<file path="config.mk">
export PLATFORM = sky130hd
export DESIGN_NAME = prbs_source
export DESIGN_NICKNAME = d
export VERILOG_FILES = /design/src/rtl/prbs_source_pkg.sv /design/src/rtl/prbs9_lfsr.sv /design/src/rtl/prbs_source.sv
export SDC_FILE = /design/constraint.sdc
export NUM_CORES = 1
export LEC_CHECK = 0
export ABC_AREA = 1
export CAP_MARGIN = 5
export CORE_AREA = 4 4 69 71
export CTS_CLUSTER_DIAMETER = 60
export DETAILED_ROUTE_END_ITERATION = 12
export DIE_AREA = 0 0 73 75
export GPL_TIMING_DRIVEN = 0
export PLACE_DENSITY = 0.87
export SLEW_MARGIN = 10
export SYNTH_ARGS = -nofsm -noshare
export SYNTH_HDL_FRONTEND = slang
export SYNTH_SLANG_ARGS = --single-unit
</file>
<file path="constraint.sdc">
create_clock -name clk -period 4.5 [get_ports clk]
set_input_delay 0.9 -clock clk [delete_from_list [all_inputs] [get_ports clk]]
set_output_delay 0.9 -clock clk [all_outputs]
set_load 0.01 [all_outputs]
</file>
<file path="src/rtl/prbs_source_pkg.sv">
// Shared PRBS9 constants, seed helpers and BER checker constants.
// PRBS source and BER checker both import this package.
package prbs_source_pkg;
  localparam int PRBS_W = 9;
  localparam int PRBS_SEQ_LEN = 511;
  localparam int TAP_A = 8;
  localparam int TAP_B = 4;
  localparam int INJ_W = 16;
  localparam int BER_REG_W = 32;
  localparam int BER_SEQ_LEN = PRBS_SEQ_LEN;

  typedef logic [PRBS_W-1:0] prbs_t;

  localparam prbs_t PRBS_DEF_SEED = 9'h1FF;
  localparam prbs_t LOCK_SEED = 9'h1FF;

  // x^9 + x^5 + 1, Fibonacci form
  function automatic prbs_t prbs9_step(prbs_t r);
    return {r[PRBS_W-2:0], r[TAP_A] ^ r[TAP_B]};
  endfunction

  function automatic prbs_t seed_guard(prbs_t s);
    return (s == '0) ? LOCK_SEED : s;
  endfunction
endpackage

</file>
<file path="src/rtl/prbs9_lfsr.sv">
// PRBS9 shift register: seeded on reset or load,
// advances one step per emitted bit.
module prbs9_lfsr
  import prbs_source_pkg::*;
#(
  parameter prbs_t SEED_RST = PRBS_DEF_SEED
) (
  input  logic  clk,
  input  logic  rst_n,
  input  logic  load_i,
  input  prbs_t seed_i,
  input  logic  adv_i,
  output logic  out_o
);
  prbs_t r_q, r_d;

  always_comb begin
    r_d = r_q;
    unique case (1'b1)
      load_i:  r_d = seed_guard(seed_i);
      adv_i:   r_d = prbs9_step(r_q);
      default: ;
    endcase
  end

  always_ff @(posedge clk or negedge rst_n) begin
    if (!rst_n) r_q <= SEED_RST;
    else        r_q <= r_d;
  end

  assign out_o = r_q[TAP_A];
endmodule

</file>
<file path="src/rtl/prbs_source.sv">
// Oversampled PRBS9 bit source with period marker and
// single-bit error injection for BER checker exercise.
module prbs_source
  import prbs_source_pkg::*;
#(
  parameter int    SEQ_LEN   = PRBS_SEQ_LEN,
  parameter int    OS_FACTOR = 4,
  parameter prbs_t DEF_SEED  = PRBS_DEF_SEED
) (
  input  logic              clk,
  input  logic              rst,
  input  logic              enable,
  input  logic              load,
  input  logic [PRBS_W-1:0] seed_in,
  input  logic              inject_err,
  output logic              bit_out,
  output logic              bit_valid,
  output logic              seq_start,
  output logic [INJ_W-1:0]  inj_count
);
  localparam int DIV_W = $clog2(OS_FACTOR);
  localparam int PH_W = $clog2(SEQ_LEN);
  localparam logic [DIV_W-1:0] DIV_LAST =
    DIV_W'(OS_FACTOR - 1);
  localparam logic [PH_W-1:0] PH_LAST =
    PH_W'(SEQ_LEN - 1);
  localparam logic [INJ_W-1:0] INJ_MAX = '1;

  logic [DIV_W-1:0] div_q, div_d;
  logic [PH_W-1:0]  ph_q, ph_d;
  logic [INJ_W-1:0] cnt_q, cnt_d;
  logic pend_q, pend_d;
  logic bit_q, bit_d;
  logic vld_q, vld_d;
  logic sos_q, sos_d;
  logic emit, step, lfsr_bit;

  // Load wins over enable, so the three cases stay exclusive
  assign emit = enable & ~load & (div_q == DIV_LAST);
  assign step = enable & ~load & ~emit;

  prbs9_lfsr #(
    .SEED_RST(DEF_SEED)
  ) u_lfsr (
    .clk   (clk),
    .rst_n (rst),
    .load_i(load),
    .seed_i(seed_in),
    .adv_i (emit),
    .out_o (lfsr_bit)
  );

  always_comb begin
    div_d  = div_q;
    ph_d   = ph_q;
    cnt_d  = cnt_q;
    pend_d = pend_q | inject_err;
    bit_d  = bit_q;
    vld_d  = 1'b0;
    sos_d  = 1'b0;
    unique case (1'b1)
      load: begin
        div_d  = '0;
        ph_d   = '0;
        pend_d = 1'b0;
      end
      emit: begin
        div_d  = '0;
        ph_d   = (ph_q == PH_LAST) ? '0 : ph_q + 1'b1;
        // a pulse on this edge targets the next bit
        pend_d = inject_err;
        bit_d  = lfsr_bit ^ pend_q;
        vld_d  = 1'b1;
        sos_d  = (ph_q == '0);
        if (pend_q && cnt_q != INJ_MAX)
          cnt_d = cnt_q + 1'b1;
      end
      step:    div_d = div_q + 1'b1;
      default: ;
    endcase
  end

  always_ff @(posedge clk or negedge rst) begin
    if (!rst) begin
      div_q  <= '0;
      ph_q   <= '0;
      cnt_q  <= '0;
      pend_q <= 1'b0;
      bit_q  <= 1'b0;
      vld_q  <= 1'b0;
      sos_q  <= 1'b0;
    end else begin
      div_q  <= div_d;
      ph_q   <= ph_d;
      cnt_q  <= cnt_d;
      pend_q <= pend_d;
      bit_q  <= bit_d;
      vld_q  <= vld_d;
      sos_q  <= sos_d;
    end
  end

  assign bit_out   = bit_q;
  assign bit_valid = vld_q;
  assign seq_start = sos_q;
  assign inj_count = cnt_q;
endmodule

</file>
After elaboration in Yosys (flattened, before gate mapping)

Index checks and enable logic that the tools add are counted.

Reduce and logical (&&, ||, !) cells: 7
Equal/unequal tests: 3
Add/sub/neg operators: 3
Bitwise operators: 8
Multiplexer cells: 8

Operators with widths:

| cell                    | count |
|---|---|
| $pmux W9 S2             | 2 |
| $logic_not A9 Y1        | 2 |
| $mux W9                 | 2 |
| $add A16 B1 Y16 const B | 1 |
| $ne A16 B16 Y1 const B  | 1 |
| $add A9 B1 Y9 const B   | 1 |
| $eq A9 B9 Y1 const B    | 1 |
| $pmux W2 S2             | 1 |
| $reduce_bool A2 Y1      | 2 |
| $and A1 B1 Y1           | 3 |
| $add A2 B1 Y2 const B   | 1 |
| $eq A2 B2 Y1 const B    | 1 |
| $mux W1                 | 2 |
| $not A1 Y1              | 2 |
| $pmux W1 S2             | 1 |
| $reduce_and A2 Y1       | 1 |
| $reduce_or A2 Y1        | 1 |
| $xor A1 B1 Y1           | 2 |
| $logic_and A1 B1 Y1     | 1 |
| $or A1 B1 Y1            | 1 |

Output and inout bits: 19
Logic and storage cells: 37
Register bits: 40
Input port bits: 14

Logic depth before layout (Yosys ltp)

Depth in word-level cells: 6
Gate-level depth with buffers: 10

Hierarchy

Synthesis repeated with hierarchy kept, for this count alone.

Cell total of the unflattened synthesis: 337
Area total of the unflattened synthesis: 2421.1 sq um

By module, submodules not included:

| module      | area an instance (sq um) | cells each | instances | sequential area each (sq um) |
|---|---|---|---|---|
| prbs_source | 1823.0                   | 249        | 1         | 775.7 |
| prbs9_lfsr  | 598.1                    | 88         | 1         | 236.5 |

Least setup slack after synthesis

Ideal clock, no wire load.

Kind: in2reg
Start: in load
End: reg cnt_q[5] (netlist: inj_count[5])
Setup time: 117 ps
Cell stages on the path: 7
Slack: 2816 ps
Buffers on the path: 1
Arrival time: 1567 ps
Cells stage by stage: inv_1 nand3_2 buf_2 nor3_1 nand2_1 nand2_1 nand2_1

Word-level cells in the longest chain between the ends: 4

Ends and longest elaborated chain:

| item                        | RTL line          | RTL |
|---|---|---|
| start, declared             | prbs_source.sv:13 | `input logic load,` |
| $not A1 Y1                  | prbs_source.sv:39 | `assign emit = enable & ~load & (div_q == DIV_LAST);` |
| $and A1 B1 Y1 (2 in a row)  | prbs_source.sv:39 |  |
| $reduce_and A2 Y1 (no line) | n/a               |  |
| end signal, assigned        | prbs_source.sv:95 | `cnt_q <= cnt_d;` |
| end, declared               | prbs_source.sv:31 | `logic [INJ_W-1:0] cnt_q, cnt_d;` |

No other way between the ends.
A chain may end at the register's enable or synchronous reset.

Worst setup path after layout

Start: reg cnt_q[2] (netlist: inj_count[2])
End: out inj_count[2]

RTL lines:

| item          | RTL line          | RTL |
|---|---|---|
| end, declared | prbs_source.sv:19 | `output logic [INJ_W-1:0] inj_count` |

No word-level cell between the ends.

==> reports/qor.yml <==
status: "finished clean"
worstSetupEndpoint: "inj_count[2]"
syn-num-nets: 352
row_count: 24
drtIter0Drc: 135
viasPerCell: 5.17
die_x_um: 73
clockRootBuffer: "clkbuf_8"
worst_pin_slew_ps: 457
crit_cells: 1
post_cts_buffers: 0
fin_crit_sh: 0.503
vias: 2202
finalMaxSlewViolations: 0
h-tree-depth: 2
leakage_nw: 1.45
drive_above_1_share: 0.0963
yosysUniqueCellTypes: 24
path_buf_inv: 1
rr_endpoint: "inj_count[5]"
synthCells: 333
ys_seq_area_frac: 0.422
wl_mm: 5.09
avgSynthCellArea_um2: 7.20
overflow: 0
path_cells: "clkdlybuf4s50_1"
fin_area_um2: 2900
gp_congestion: 0.832
ios: 33
yosysWarnings: 0
min_period_ps: 2270
crit_arrival_ps: 1370
routedWlPerCell_um: 11.9
die_h_um: 75
rsz0062_at_grt: "no"
rr_worst_depth: 10
critPathSlowestCell: "clkdlybuf4s50_1"
antenna_found_initial: 0
max_freq_mhz: 441
worstSetupStartpointType: "flip-flop"
critPathTopFamily: "buffers and inverters"
r2r_setup_slack_ps: 2930
clockBufferDepth: 2
grt_use_total: 0.216
hold_buffers: 0
slew_headroom: 0.695
hpwl_mm: 3.80
cts.clk_slew.worst_paths_ps: 80
hold_path.class: "reg -> reg"
grt_pass1_wl_mm: 9.18
cts_tree: "built"
core_area_um2: 4230
drt_drc_violations_left: 0
cts-resized-gates: 0
ir_drop_mv: 0.119
ys_ff_latch: 40
drtAntennaViolNets: 0
grt_max_degree: 24
worstSetupPathType: "reg -> out"
nFillCells: 364
drt-pass1-iter-count: 4
antenna_cells: 0
drv_cap: 0
fin_nets: 392
cts.sinks: 40
cp-startpoint: "inj_count[2]"
crit_fanout: 7
whs_ps: 470
die-area_um2: 5480
syn_area_um2: 2400
finalSetupTns_ps: 0
start_util: 0.566
setup_viol: 0
r2r-start: "inj_count[0]"
syn_to_final_growth_pct: 20.8
power_density_nw_per_um2: 246
cts_inserted_buffers: 5
worst_ep_required_time_ps: 3600
hold_viol_final: 0
place_area_um2: 2810
clkLatencyLatePin_ps: 290
skew_ps: 3.55
cp_slowest_stage_delay_ps: 590
endpoint_kind: "primary output"
grt_pass1_vias: 2193
p_total_mw: 0.713
port_buffers: 32
-- metal layers --
| layer | part of all wire | up-vias | global-route usage |
|---|---|---|---|
| met5 | 0 | - | 0 |
| met4 | 0.015 | 0 | 0.0881 |
| met3 | 0.059 | 9 | 0.0521 |
| met2 | 0.51 | 75 | 0.395 |
| met1 | 0.42 | 1006 | 0.238 |
| li1 | - | 1112 | - |
-- state kept, by name, summed over array words and instances, names as in the netlist --
name / cells
inj_count: 16
ph_q: 9
u_lfsr.r_q: 9
div_q: 2
bit_out: 1
bit_valid: 1
pend_q: 1
seq_start: 1
-- cells by family (layout without fill, tap and decap cells) --
| group | Yosys count | in the layout | synth area share |
|---|---|---|---|
| simple gates | 212 | 212 | 0.391 |
| fa+ha+maj | 5 | 5 | 0.0261 |
| buf+inv | 50 | 91 | 0.0882 |
| xor+xnor | 10 | 10 | 0.0365 |
| flops | 40 | 40 | 0.422 |
| compound gates | 16 | 16 | 0.0355 |
-- synthesized netlist by cell type --
| cell | number | area share |
|---|---|---|
| nand2_1 | 128 | 0.20 |
| inv_1 | 41 | 0.064 |
| nor2_1 | 33 | 0.052 |
| dfrtp_1 | 31 | 0.32 |
| nand3_1 | 23 | 0.048 |
| dfstp_2 | 9 | 0.099 |
| o21ai_0 | 9 | 0.019 |
| nand3b_1 | 8 | 0.025 |
| nand4_1 | 6 | 0.016 |
| ha_1 | 5 | 0.026 |
| nor2_4 | 5 | 0.023 |
| xnor2_1 | 5 | 0.018 |
| xor2_1 | 5 | 0.018 |
| buf_2 | 4 | 0.0084 |
| nor3_1 | 4 | 0.0084 |
| o22ai_1 | 4 | 0.010 |
| a21oi_1 | 2 | 0.0042 |
| buf_6 | 2 | 0.0094 |
| inv_2 | 2 | 0.0031 |
| nand2_2 | 2 | 0.0052 |
| nand2_4 | 2 | 0.0094 |
| buf_4 | 1 | 0.0031 |
| nand3_2 | 1 | 0.0042 |
| o21ai_1 | 1 | 0.0021 |
-- power by group --
part	internal, mW	switching [mW]	leakage [nW]	total, mW
clock	0.125	0.124	0.0455	0.249
sequential	0.378	0.0106	0.524	0.389
combinational	0.0349	0.0396	0.884	0.0745
-- cell type report --
class | instances | area [µm²] | area share
Multi-Input combinational cell | 243 | 1170 | 0.405
Sequential cell | 40 | 1010 | 0.350
Timing Repair Buffer | 33 | 343 | 0.118
Inverter | 43 | 161 | 0.0557
Clock buffer | 8 | 90.1 | 0.0311
Tap cell | 52 | 65.1 | 0.0225
Buffer | 7 | 50.0 | 0.0173
-- placed cells by master (no fill, tap or decap) --
| cell | count |
|---|---|
| a21oi_1 | 2 |
| buf_16 | 1 |
| buf_2 | 5 |
| buf_4 | 1 |
| buf_6 | 2 |
| clkbuf_1 | 2 |
| clkbuf_8 | 6 |
| clkdlybuf4s50_1 | 31 |
| dfrtp_1 | 31 |
| dfstp_2 | 9 |
| ha_1 | 5 |
| inv_1 | 41 |
| inv_2 | 2 |
| nand2_1 | 128 |
| nand2_2 | 2 |
| nand2_4 | 2 |
| nand3_1 | 23 |
| nand3_2 | 1 |
| nand3b_1 | 8 |
| nand4_1 | 6 |
| nor2_1 | 33 |
| nor2_4 | 5 |
| nor3_1 | 4 |
| o21ai_0 | 9 |
| o21ai_1 | 1 |
| o22ai_1 | 4 |
| xnor2_1 | 5 |
| xor2_1 | 5 |
-- worst min path at each step --
| stage | from | endpoint | slack [ps] | cells after the start |
|---|---|---|---|---|
| after CTS | u_lfsr.r_q[7] | u_lfsr.r_q[7] | 470 | 2 |
| after detailed placement | u_lfsr.r_q[7] | u_lfsr.r_q[7] | 460 | 2 |
| after global routing | u_lfsr.r_q[0] | u_lfsr.r_q[0] | 490 | 2 |
| final | u_lfsr.r_q[7] | u_lfsr.r_q[7] | 470 | 2 |
| after floorplan | u_lfsr.r_q[7] | u_lfsr.r_q[7] | 450 | 2 |
| after global placement | u_lfsr.r_q[0] | u_lfsr.r_q[0] | 460 | 2 |
-- per-stage QoR --
step,util,instances,setup slack [ps]
floorplan,-,333,2820
global placement,0.657,417,1570
detailed placement,0.663,418,2010
CTS,0.684,426,2230
global route,0.684,426,2180
finish,0.684,426,2230
Note: power is estimated with default switching activity, not from simulation.
